===== src/rtl/rwt_axis_tag_escaper.sv =====
// rwt_axis_tag_escaper
// Converts a tagged AXIS stream (tdata + tuser tag) into a single in-band
// escaped stream. For each accepted beat D with tag T:
//   T != 0     -> ESCAPE, {zeros, T}
//   D == ESCAPE -> ESCAPE, ESCAPE
//   otherwise  -> D
// If both apply, the tag pair comes first, then the literal pair. Bypass mode
// passes D through raw with the tag dropped. Mode changes are taken only at
// packet boundaries.
//
// Ports:
//   clk, resetn          clock, async active-low reset (sync release)
//   bypass               pass-through request (sampled at packet boundary)
//   s_axis_*             tagged input stream (tdata, tuser, tlast, tvalid, tready)
//   m_axis_*             escaped output stream (tdata, tlast, tvalid, tready)
//   bypass_active        mode currently in effect
//   stat_beats/escapes/tags  accepted beats, literal pairs, tag pairs
//
// Build option: define RWT_ESC_STATS_EN to build the statistics counters;
// otherwise stat_* are tied to zero.
module rwt_axis_tag_escaper #(
  parameter int unsigned       DWIDTH = 32,
  parameter int unsigned       UWIDTH = 2,
  parameter logic [DWIDTH-1:0] ESCAPE = DWIDTH'(32'hAAAAAAAA),
  parameter int unsigned       CWIDTH = 32
) (
  input  logic              clk,
  input  logic              resetn,
  input  logic              bypass,
  input  logic [DWIDTH-1:0] s_axis_tdata,
  input  logic [UWIDTH-1:0] s_axis_tuser,
  input  logic              s_axis_tlast,
  input  logic              s_axis_tvalid,
  output logic              s_axis_tready,
  output logic [DWIDTH-1:0] m_axis_tdata,
  output logic              m_axis_tlast,
  output logic              m_axis_tvalid,
  input  logic              m_axis_tready,
  output logic              bypass_active,
  output logic [CWIDTH-1:0] stat_beats,
  output logic [CWIDTH-1:0] stat_escapes,
  output logic [CWIDTH-1:0] stat_tags
);

  localparam int unsigned ST_W = 3;

  // Parameter legality checks at elaboration
  if (DWIDTH < 8 || DWIDTH > 64) begin : g_bad_dwidth
    $fatal(1, "rwt_axis_tag_escaper: DWIDTH out of range");
  end
  if (UWIDTH < 1 || UWIDTH >= DWIDTH) begin : g_bad_uwidth
    $fatal(1, "rwt_axis_tag_escaper: UWIDTH out of range");
  end
  if (ESCAPE[DWIDTH-1] != 1'b1) begin : g_bad_escape
    $fatal(1, "rwt_axis_tag_escaper: ESCAPE MSB must be 1");
  end

  typedef enum logic [ST_W-1:0] {
    S_IDLE   = 3'd0,
    S_TAGESC = 3'd1,
    S_TAG    = 3'd2,
    S_LITESC = 3'd3,
    S_DATA   = 3'd4
  } state_t;

  typedef struct packed {
    logic [DWIDTH-1:0] data;
    logic [UWIDTH-1:0] tag;
    logic              last;
  } beat_t;

  state_t            r_state;
  state_t            w_state_nxt;
  beat_t             r_hold;
  beat_t             w_in;
  logic [DWIDTH-1:0] r_tdata;
  logic [DWIDTH-1:0] w_tdata_nxt;
  logic              r_tlast;
  logic              w_tlast_nxt;
  logic              r_tvalid;
  logic              w_tvalid_nxt;
  logic              r_run;
  logic              r_bypass_active;
  logic              r_pkt_open;

  logic              w_ready;
  logic              w_accept;
  logic              w_adv;
  logic              w_boundary;
  logic              w_mode;
  logic              w_esc_tag;
  logic              w_esc_lit;
  state_t            w_first_state;
  logic [DWIDTH-1:0] w_first_word;
  logic              w_first_last;

  assign w_in = '{data: s_axis_tdata, tag: s_axis_tuser, last: s_axis_tlast};

  // r_run keeps tready low while reset is asserted and until the first edge after release
  assign w_ready  = r_run && ((r_state == S_IDLE) || ((r_state == S_DATA) && m_axis_tready));
  assign w_accept = s_axis_tvalid && w_ready;
  assign w_adv    = r_tvalid && m_axis_tready;

  // Mode may only change between packets
  assign w_boundary = r_run && (((r_state == S_IDLE) && !r_pkt_open) ||
                                ((r_state == S_DATA) && m_axis_tready && r_hold.last));
  assign w_mode     = w_boundary ? bypass : r_bypass_active;

  assign w_esc_tag = !w_mode && (s_axis_tuser != '0);
  assign w_esc_lit = !w_mode && (s_axis_tdata == ESCAPE);

  // First output word of a newly accepted beat
  always_comb begin
    w_first_state = S_DATA;
    w_first_word  = s_axis_tdata;
    w_first_last  = s_axis_tlast;
    if (w_esc_tag) begin
      w_first_state = S_TAGESC;
      w_first_word  = ESCAPE;
      w_first_last  = 1'b0;
    end else if (w_esc_lit) begin
      w_first_state = S_LITESC;
      w_first_word  = ESCAPE;
      w_first_last  = 1'b0;
    end
  end

  // State and registered output stage
  always_ff @(posedge clk or negedge resetn) begin
    if (!resetn) begin
      r_state  <= S_IDLE;
      r_tdata  <= '0;
      r_tlast  <= 1'b0;
      r_tvalid <= 1'b0;
    end else begin
      r_state  <= w_state_nxt;
      r_tdata  <= w_tdata_nxt;
      r_tlast  <= w_tlast_nxt;
      r_tvalid <= w_tvalid_nxt;
    end
  end

  // Next state and next output word; words advance only on output handshake
  always_comb begin
    w_state_nxt  = r_state;
    w_tdata_nxt  = r_tdata;
    w_tlast_nxt  = r_tlast;
    w_tvalid_nxt = r_tvalid;
    case (r_state)
      S_IDLE: begin
        if (w_accept) begin
          w_state_nxt  = w_first_state;
          w_tdata_nxt  = w_first_word;
          w_tlast_nxt  = w_first_last;
          w_tvalid_nxt = 1'b1;
        end
      end
      S_TAGESC: begin
        if (w_adv) begin
          w_state_nxt = S_TAG;
          w_tdata_nxt = DWIDTH'(r_hold.tag);
          w_tlast_nxt = 1'b0;
        end
      end
      S_TAG: begin
        if (w_adv) begin
          if (r_hold.data == ESCAPE) begin
            w_state_nxt = S_LITESC;
            w_tdata_nxt = ESCAPE;
            w_tlast_nxt = 1'b0;
          end else begin
            w_state_nxt = S_DATA;
            w_tdata_nxt = r_hold.data;
            w_tlast_nxt = r_hold.last;
          end
        end
      end
      S_LITESC: begin
        if (w_adv) begin
          // Second escape of the pair equals the held data word
          w_state_nxt = S_DATA;
          w_tdata_nxt = r_hold.data;
          w_tlast_nxt = r_hold.last;
        end
      end
      S_DATA: begin
        if (w_adv) begin
          if (w_accept) begin
            w_state_nxt  = w_first_state;
            w_tdata_nxt  = w_first_word;
            w_tlast_nxt  = w_first_last;
            w_tvalid_nxt = 1'b1;
          end else begin
            w_state_nxt  = S_IDLE;
            w_tvalid_nxt = 1'b0;
          end
        end
      end
      default: begin
        w_state_nxt  = S_IDLE;
        w_tvalid_nxt = 1'b0;
      end
    endcase
  end

  // Held beat, packet tracking and mode register
  always_ff @(posedge clk or negedge resetn) begin
    if (!resetn) begin
      r_hold          <= '0;
      r_run           <= 1'b0;
      r_pkt_open      <= 1'b0;
      r_bypass_active <= 1'b0;
    end else begin
      r_run <= 1'b1;
      if (w_accept) begin
        r_hold     <= w_in;
        r_pkt_open <= !s_axis_tlast;
      end
      if (w_boundary) begin
        r_bypass_active <= bypass;
      end
    end
  end

  assign s_axis_tready = w_ready;
  assign m_axis_tdata  = r_tdata;
  assign m_axis_tlast  = r_tlast;
  assign m_axis_tvalid = r_tvalid;
  assign bypass_active = r_bypass_active;

`ifdef RWT_ESC_STATS_EN
  logic [CWIDTH-1:0] r_stat_beats;
  logic [CWIDTH-1:0] r_stat_escapes;
  logic [CWIDTH-1:0] r_stat_tags;

  // Statistics, counted once per accepted beat, wrapping
  always_ff @(posedge clk or negedge resetn) begin
    if (!resetn) begin
      r_stat_beats   <= '0;
      r_stat_escapes <= '0;
      r_stat_tags    <= '0;
    end else if (w_accept) begin
      r_stat_beats <= r_stat_beats + CWIDTH'(1);
      if (w_esc_lit) begin
        r_stat_escapes <= r_stat_escapes + CWIDTH'(1);
      end
      if (w_esc_tag) begin
        r_stat_tags <= r_stat_tags + CWIDTH'(1);
      end
    end
  end

  assign stat_beats   = r_stat_beats;
  assign stat_escapes = r_stat_escapes;
  assign stat_tags    = r_stat_tags;
`else
  assign stat_beats   = '0;
  assign stat_escapes = '0;
  assign stat_tags    = '0;
`endif

endmodule


===== config.mk =====
export PLATFORM = sky130hd
export DESIGN_NAME = rwt_axis_tag_escaper
export DESIGN_NICKNAME = d
export VERILOG_FILES = /design/src/rtl/rwt_axis_tag_escaper.sv
export SDC_FILE = /design/constraint.sdc
export NUM_CORES = 1
export LEC_CHECK = 0
export CAP_MARGIN = 10
export CORE_ASPECT_RATIO = 1.5
export CORE_MARGIN = 2
export CORE_UTILIZATION = 40
export DETAILED_ROUTE_END_ITERATION = 8
export PLACE_DENSITY = 0.78
export SLEW_MARGIN = 25
export SYNTH_ARGS = -nofsm -noshare
export SYNTH_HDL_FRONTEND = slang
export SYNTH_SLANG_ARGS = --single-unit

===== constraint.sdc =====
create_clock -name clk -period 1.65 [get_ports clk]
set_input_delay 0.165 -clock clk [delete_from_list [all_inputs] [get_ports clk]]
set_output_delay 0.165 -clock clk [all_outputs]
set_load 0.02 [all_outputs]

==> qor.csv, run 1 <==
metric,value,unit
outcome,"finished, violations left",
failing checks,setup timing,
ys flop type,dfrtp_1,
final setup vio count,46,
Final Worst Setup Slack,-0.238,ns
Clock Skew,0.00447,ns
Buf/Inv on CP,3,
"commonest non-fill, non-tap cells in the layout","97 x conb_1, 74 x dfrtp_1, 68 x buf_4, 41 x clkdlybuf4s50_1, 39 x nand2_1",
number of synthesized flops with an enable pin,0,
fin crit period,1.89,ns
Cell variety after synth,45,
Peak Freq,0.530,GHz
final estimated routing congestion in global placement,0.851,
All-Layer GR Usage,21.6,%
Inst Count DP,703,
RSZ-0062 raised after global routing,true,
clk sink count,75,
total gr overflow,0,
pins over their slew limit,0,
IO Count,172,
Die Span X,88.9,um
Synth async-reset ratio,100,%
"Clk pin slew, worst setup/hold paths",0.06,ns
FF/Latch Area,1880,sq um
n_diodes,0,
Total Power Consumption,11.1,mW
CP top delay family,compound AO/OA/AOI/OAI gates,
post-DR wirelength/cell,17.9,um
Post-DP HPWL,8.34,mm
Layout fillers,835,
row cnt,46,
pin count of the biggest net entering global routing,76,
fin cells,732,
Max IR drop VDD,1.08,mV
antenna violations before repair,0,
Area Growth Syn to Fin,42.4,%
Longest Clk Path Bufs,2,
H-tree Lvls,3,
critical path class,register to register,
"Seq/Total Area, Yosys",43.4,%
Syn Area/Cell,10.0,sq um
DR vias/cell,5.21,
element type at the critical path start,register,
"Data required, critical path",1.85,ns
Starting DRT DRC Count,344,
"slowest stage delay, CP",0.42,ns
Setup crit end kind,register,
Initial Util,41.1,%
"Max FO, Critical Path",8,
Vias,3811,
"Design Area, Final",6160,sq um
Post-Place Worst Slack,-0.885,ns
TritonCTS Buffers,9,
CTS tree,yes,
R2R setup slack,-0.24,ns
Die Height,131,um
fin crit share,114,%
router iterations before antenna repair,5,
pwr/cell area,1810,nW/um^2
cell area after synthesis,4320,sq um
Final Hold Viols,0,
leakage,2.88,nW
core box area,10500,sq um
clk_lat worst skew,0.33,ns
Post-Syn Instances,432,
"antenna viol nets, final",0,
Synth Register Bits,75,
vias in the first global route,3680,
Final Util,58.4,%
Final nets,624,
CTS Root Cell,clkbuf_16,
crit path DAT,2.09,ns
crit-path cells,buf_4 > o21bai_2 > buf_6 > o21ai_4 > buf_12 > and3_1 > a221o_1,
Ys Warns,0,
first-pass GRT wire length,19.3,mm
"most common cell after layout, fill and taps aside",conb_1,
DRC,0,
I/O Buffers,75,
fraction of layout instances using a drive strength above 1,31.3,%
drt total wl,13.1,mm
Post-DP Area,5420,sq um
Hold Crit Class,input pin to register,
Critical Path Slowest Stage Cell,dfrtp_1,
max cap viols,0,
die area,11700,sq um
area of the multi-input gates,2280,sq um
per-layer routing:
layer  GRT usage [%]  up-vias  routed length, um
met1            25.7     1844               4870
met2            35.5      265               6630
met4            12.6        0                667
met5               0        -                  0
li1                -     1649                  -
met3            3.89       53                937
sequential cells by signal, summed over array words and instances, names as in the netlist:
| name | cells |
|---|---|
| bypass_active | 1 |
| m_axis_tdata | 32 |
| m_axis_tlast | 1 |
| m_axis_tvalid | 1 |
| r_hold | 35 |
| r_pkt_open | 1 |
| r_run | 1 |
| r_state | 3 |
power breakdown:
part           switching, mW  internal, mW
combinational           2.87          2.94
clock                  0.716          1.04
sequential             0.806          2.74
area by class of cell:
type,count,share of cell area (%)
Clock buffer,12,4.00
Clock inverter,3,0.244
Inverter,4,0.244
Multi-Input combinational cell,330,37.0
Sequential cell,75,30.5
Tap cell,144,2.93
Timing Repair Buffer,164,25.1
synthesized netlist by cell type (12+ instances only):
cell      count  area [sq um]
nand2_1      39           146
nor4bb_1     12           120
buf_2        12          60.1
a31oi_1      17           106
a21oi_1      20           100
nor2_1       14          52.6
o21ai_0      22           110
dfrtp_1      75          1880
mux2_2       32           360
buf_4        97           728
and3_1       17           106
a221o_1      17           170
tightest hold or removal path, delay by kind of cell:
family | cells | cell delay (ns)
buffers and inverters | 2 | 0.28
multiplexers | 1 | 0.13
kinds of logic (layout without fill, tap and decap cells):
| group | Yosys count | in the layout | synth area share, % |
|---|---|---|---|
| muxes | 36 | 36 | 9.35 |
| buffers and inverters | 123 | 183 | 19.8 |
| AOI/OAI and AO/OA | 89 | 89 | 13.5 |
| other | 2 | 97 | 0.174 |
| and+or+nand+nor | 107 | 108 | 13.8 |
| DFF | 75 | 75 | 43.4 |
timing repair:
action,4_1_cts,5_1_grt
gates cloned,6,2
pin swaps,22,9
setup buffers,4,3
setup endpoints to repair,70,69
endpoints found under the hold margin,75,0
hold buffers,1,0
gates resized for setup,90,38
worst paths after layout:
kind	startpoint	endpoint	cells after the start
hold reg to reg	r_hold[1]	r_hold[1]	1
setup reg to reg	r_state[0]	m_axis_tdata[4]	7
min in group asynchronous	resetn	m_axis_tdata[7]	3
hold / removal	s_axis_tdata[23]	r_hold[26]	3
max in group asynchronous	resetn	m_axis_tvalid	3
setup / recovery	r_state[0]	m_axis_tdata[4]	7
per-stage QoR:
stage	hold WS (ns)	TNS, ns
floorplan	-0.131	-1.88
global placement	0.222	-36.06
detailed placement	0.231	-37.99
CTS	0.274	-3.66
global route	0.280	-9.88
finish	0.277	-6.21
Power figures use the tool's default switching activity.
==> inputs of run 2 (changes only) <==
- CORE_ASPECT_RATIO: 1.5 -> 0.9
==> run 2 against run 1 <==
  * The run still ends with setup timing left
  * Setup slack worse by 0.017 ns
  * Worst hold slack worse by 0.059 ns
  * Highest routed layer unchanged
  * Via count up 1.4%
  * Largest power group unchanged
  * Global-route usage down 0.47 points
==> qor.csv, run 2 (same netlist as run 1, synthesis figures left out) <==
metric,value,unit,change
outcome,"finished, violations left",,
failing checks,setup timing,,
Post-DP HPWL,8.14,mm,-2.4%
min-delay src,s_axis_tdata[29],,
first-pass GRT wire length,18.9,mm,-2.1%
Final Hold Viols,0,,unchanged
final setup vio count,40,,-13%
Final nets,631,,+1.1%
Hold EP,r_hold[32],,
router iterations before antenna repair,5,,unchanged
Final Worst Setup Slack,-0.255,ns,-0.0170 ns
Most Crowded Layer GR,met2,,
"Max FO, Critical Path",7,,-1
fin crit period,1.90,ns,+0.0170 ns
DRC,0,,unchanged
pwr/cell area,1860,nW/um^2,+3.1%
row cnt,35,,-24%
drt total wl,13.5,mm,+3.3%
Max IR drop VDD,0.966,mV,-10%
post-DR wirelength/cell,18.7,um,+4.3%
"most common cell after layout, fill and taps aside",conb_1,,
Peak Freq,0.525,GHz,-0.89%
pin count of the biggest net entering global routing,76,,unchanged
Final Util,60.7,%,+2.2 points
Vias,3865,,+1.4%
critical path class,register to register,,
CTS tree,yes,,
Die Height,103,um,-22%
Hold Crit Class,input pin to register,,
crit path DAT,2.14,ns,+0.05 ns
met2 Usage GRT,34.9,%,-0.57 points
largest reg by FF count,r_hold,,
DR vias/cell,5.33,,+2.4%
Post-DP Area,5440,sq um,+0.48%
All-Layer GR Usage,21.1,%,-0.47 points
r2r endpoint,m_axis_tdata[8],,
Longest Clk Path Bufs,2,,unchanged
RSZ-0062 raised after global routing,true,,
Initial Util,41.7,%,+0.61 points
H-tree Lvls,3,,unchanged
crit-path cells,buf_4 > o21bai_2 > o21ai_4 > buf_12 > clkbuf_16 > and3_1 > a221o_1,,
fraction of layout instances using a drive strength above 1,33.9,%,+2.6 points
CTS Root Cell,clkbuf_16,,
clk sink count,75,,unchanged
Starting DRT DRC Count,239,,-31%
TritonCTS Buffers,9,,unchanged
R2R cell count,7,,unchanged
Reg2Reg Launch Point,r_state[0],,
GR Layer Usage met1,26.6,%,+0.94 points
element type at the critical path start,register,,
final estimated routing congestion in global placement,0.903,,+6.1%
I/O Buffers,75,,unchanged
Clock Skew,0.00871,ns,+0.00423 ns
leakage,2.97,nW,+2.9%
"antenna viol nets, final",0,,unchanged
clk_lat worst skew,0.35,ns,+0.02 ns
vias in the first global route,3590,,-2.4%
GR Layer Usage met3,5.11,%,+1.2 points
total gr overflow,0,,unchanged
fin crit share,115,%,+1.0 points
Die Span X,114,um,+28%
Hold Worst Slack,0.217,ns,-0.0595 ns
hold path depth,2,,-1
"Design Area, Final",6300,sq um,+2.3%
Inst Count DP,694,,-1.3%
core box area,10400,sq um,-1.5%
R2R setup slack,-0.25,ns,-0.02 ns
"slowest stage delay, CP",0.45,ns,+0.03 ns
die area,11700,sq um,-0.14%
Area Growth Syn to Fin,45.7,%,
IO Count,172,,unchanged
fin cells,725,,-0.96%
Setup crit end kind,register,,
max cap viols,0,,unchanged
Critical Path Slowest Stage Cell,dfrtp_2,,
n_diodes,0,,unchanged
"commonest non-fill, non-tap cells in the layout","97 x conb_1, 73 x buf_4, 72 x dfrtp_1, 42 x clkdlybuf4s50_1, 39 x nand2_1",,
antenna violations before repair,0,,unchanged
"Clk pin slew, worst setup/hold paths",0.06,ns,about the same
max reg flops,35,,unchanged
"Data required, critical path",1.88,ns,+0.03 ns
pins over their slew limit,0,,unchanged
[run 2: changes by cell type in the layout (fill, tap and decap cells not counted), moves of 3 or more]
| cell | delta |
|---|---|
| a31oi_2 | +3 |
| dlymetal6s2s_1 | +3 |
| nor4bb_2 | -3 |
| a31oi_1 | -4 |
| nor2_2 | +3 |
| clkinv_2 | -3 |
| dlygate4sd2_1 | -6 |
| buf_4 | +5 |
[run 2: layer usage]
layer	wire length (um)	part of all wire, %
met1	5210	38
met4	335	2.5
met5	0	0
met2	6910	51
met3	1080	8.0
[run 2: area by class of cell]
| class | instances | area [sq um] |
|---|---|---|
| multi-input cells | 330 | 2310 |
| flip-flops and latches | 75 | 1880 |
| fillers | 779 | 4080 |
| clock inverters | 7 | 83.8 |
| well taps | 129 | 161 |
| repair buffers | 171 | 1620 |
| clock buffers | 9 | 225 |
| inverters | 4 | 15.0 |
[run 2: critical path: cells and delay by family, from the launching register on]
family / cells / cell delay (ns)
flip-flops: 1 / 0.45
AO/OA/AOI/OAI: 3 / 0.67
buffers and inverters: 3 / 0.49
AND/OR/NAND/NOR: 1 / 0.16
[run 2: worst max path at each step]
stage,startpoint,endpoint,slack [ns],cells after the start
final,r_state[0],m_axis_tdata[8],-0.25,7
after floorplan,r_state[0],m_axis_tdata[10],-0.12,6
after detailed placement,s_axis_tdata[13],m_axis_tdata[4],-0.93,7
after CTS,r_hold[3],m_axis_tlast,-0.24,7
after global routing,r_hold[3],m_axis_tlast,-0.33,7
after global placement,s_axis_tdata[13],m_axis_tdata[6],-0.81,7
[run 2: what timing repair did]
action	in CTS	in global routing
endpoints found under the hold margin	75	0
pin swaps	11	8
hold buffers	1	0
resized for setup	89	52
gates cloned	5	4
endpoints found under the setup margin	61	44
setup buffers	4	5
[run 2: where the power goes]
| group | leakage, nW | switching (mW) | internal (mW) |
|---|---|---|---|
| Clock | 0.149 | 0.874 | 1.20 |
| Combinational | 1.93 | 3.03 | 3.13 |
| Sequential | 0.891 | 0.760 | 2.74 |
| Total | 2.97 | 4.66 | 7.08 |
[run 2: stage by stage]
| step | setup slack, ns | total power, mW | TNS, ns |
|---|---|---|---|
| 5_1_grt | -0.329 | 12.2 | -7.49 |
| 6_report | -0.255 | 11.7 | -6.47 |
| 4_1_cts | -0.238 | 10.9 | -4.10 |
| 2_1_floorplan | -0.118 | 6.10 | -1.88 |
| 3_5_place_dp | -0.932 | 8.28 | -38.13 |
| 3_3_place_gp | -0.812 | 8.12 | -33.67 |
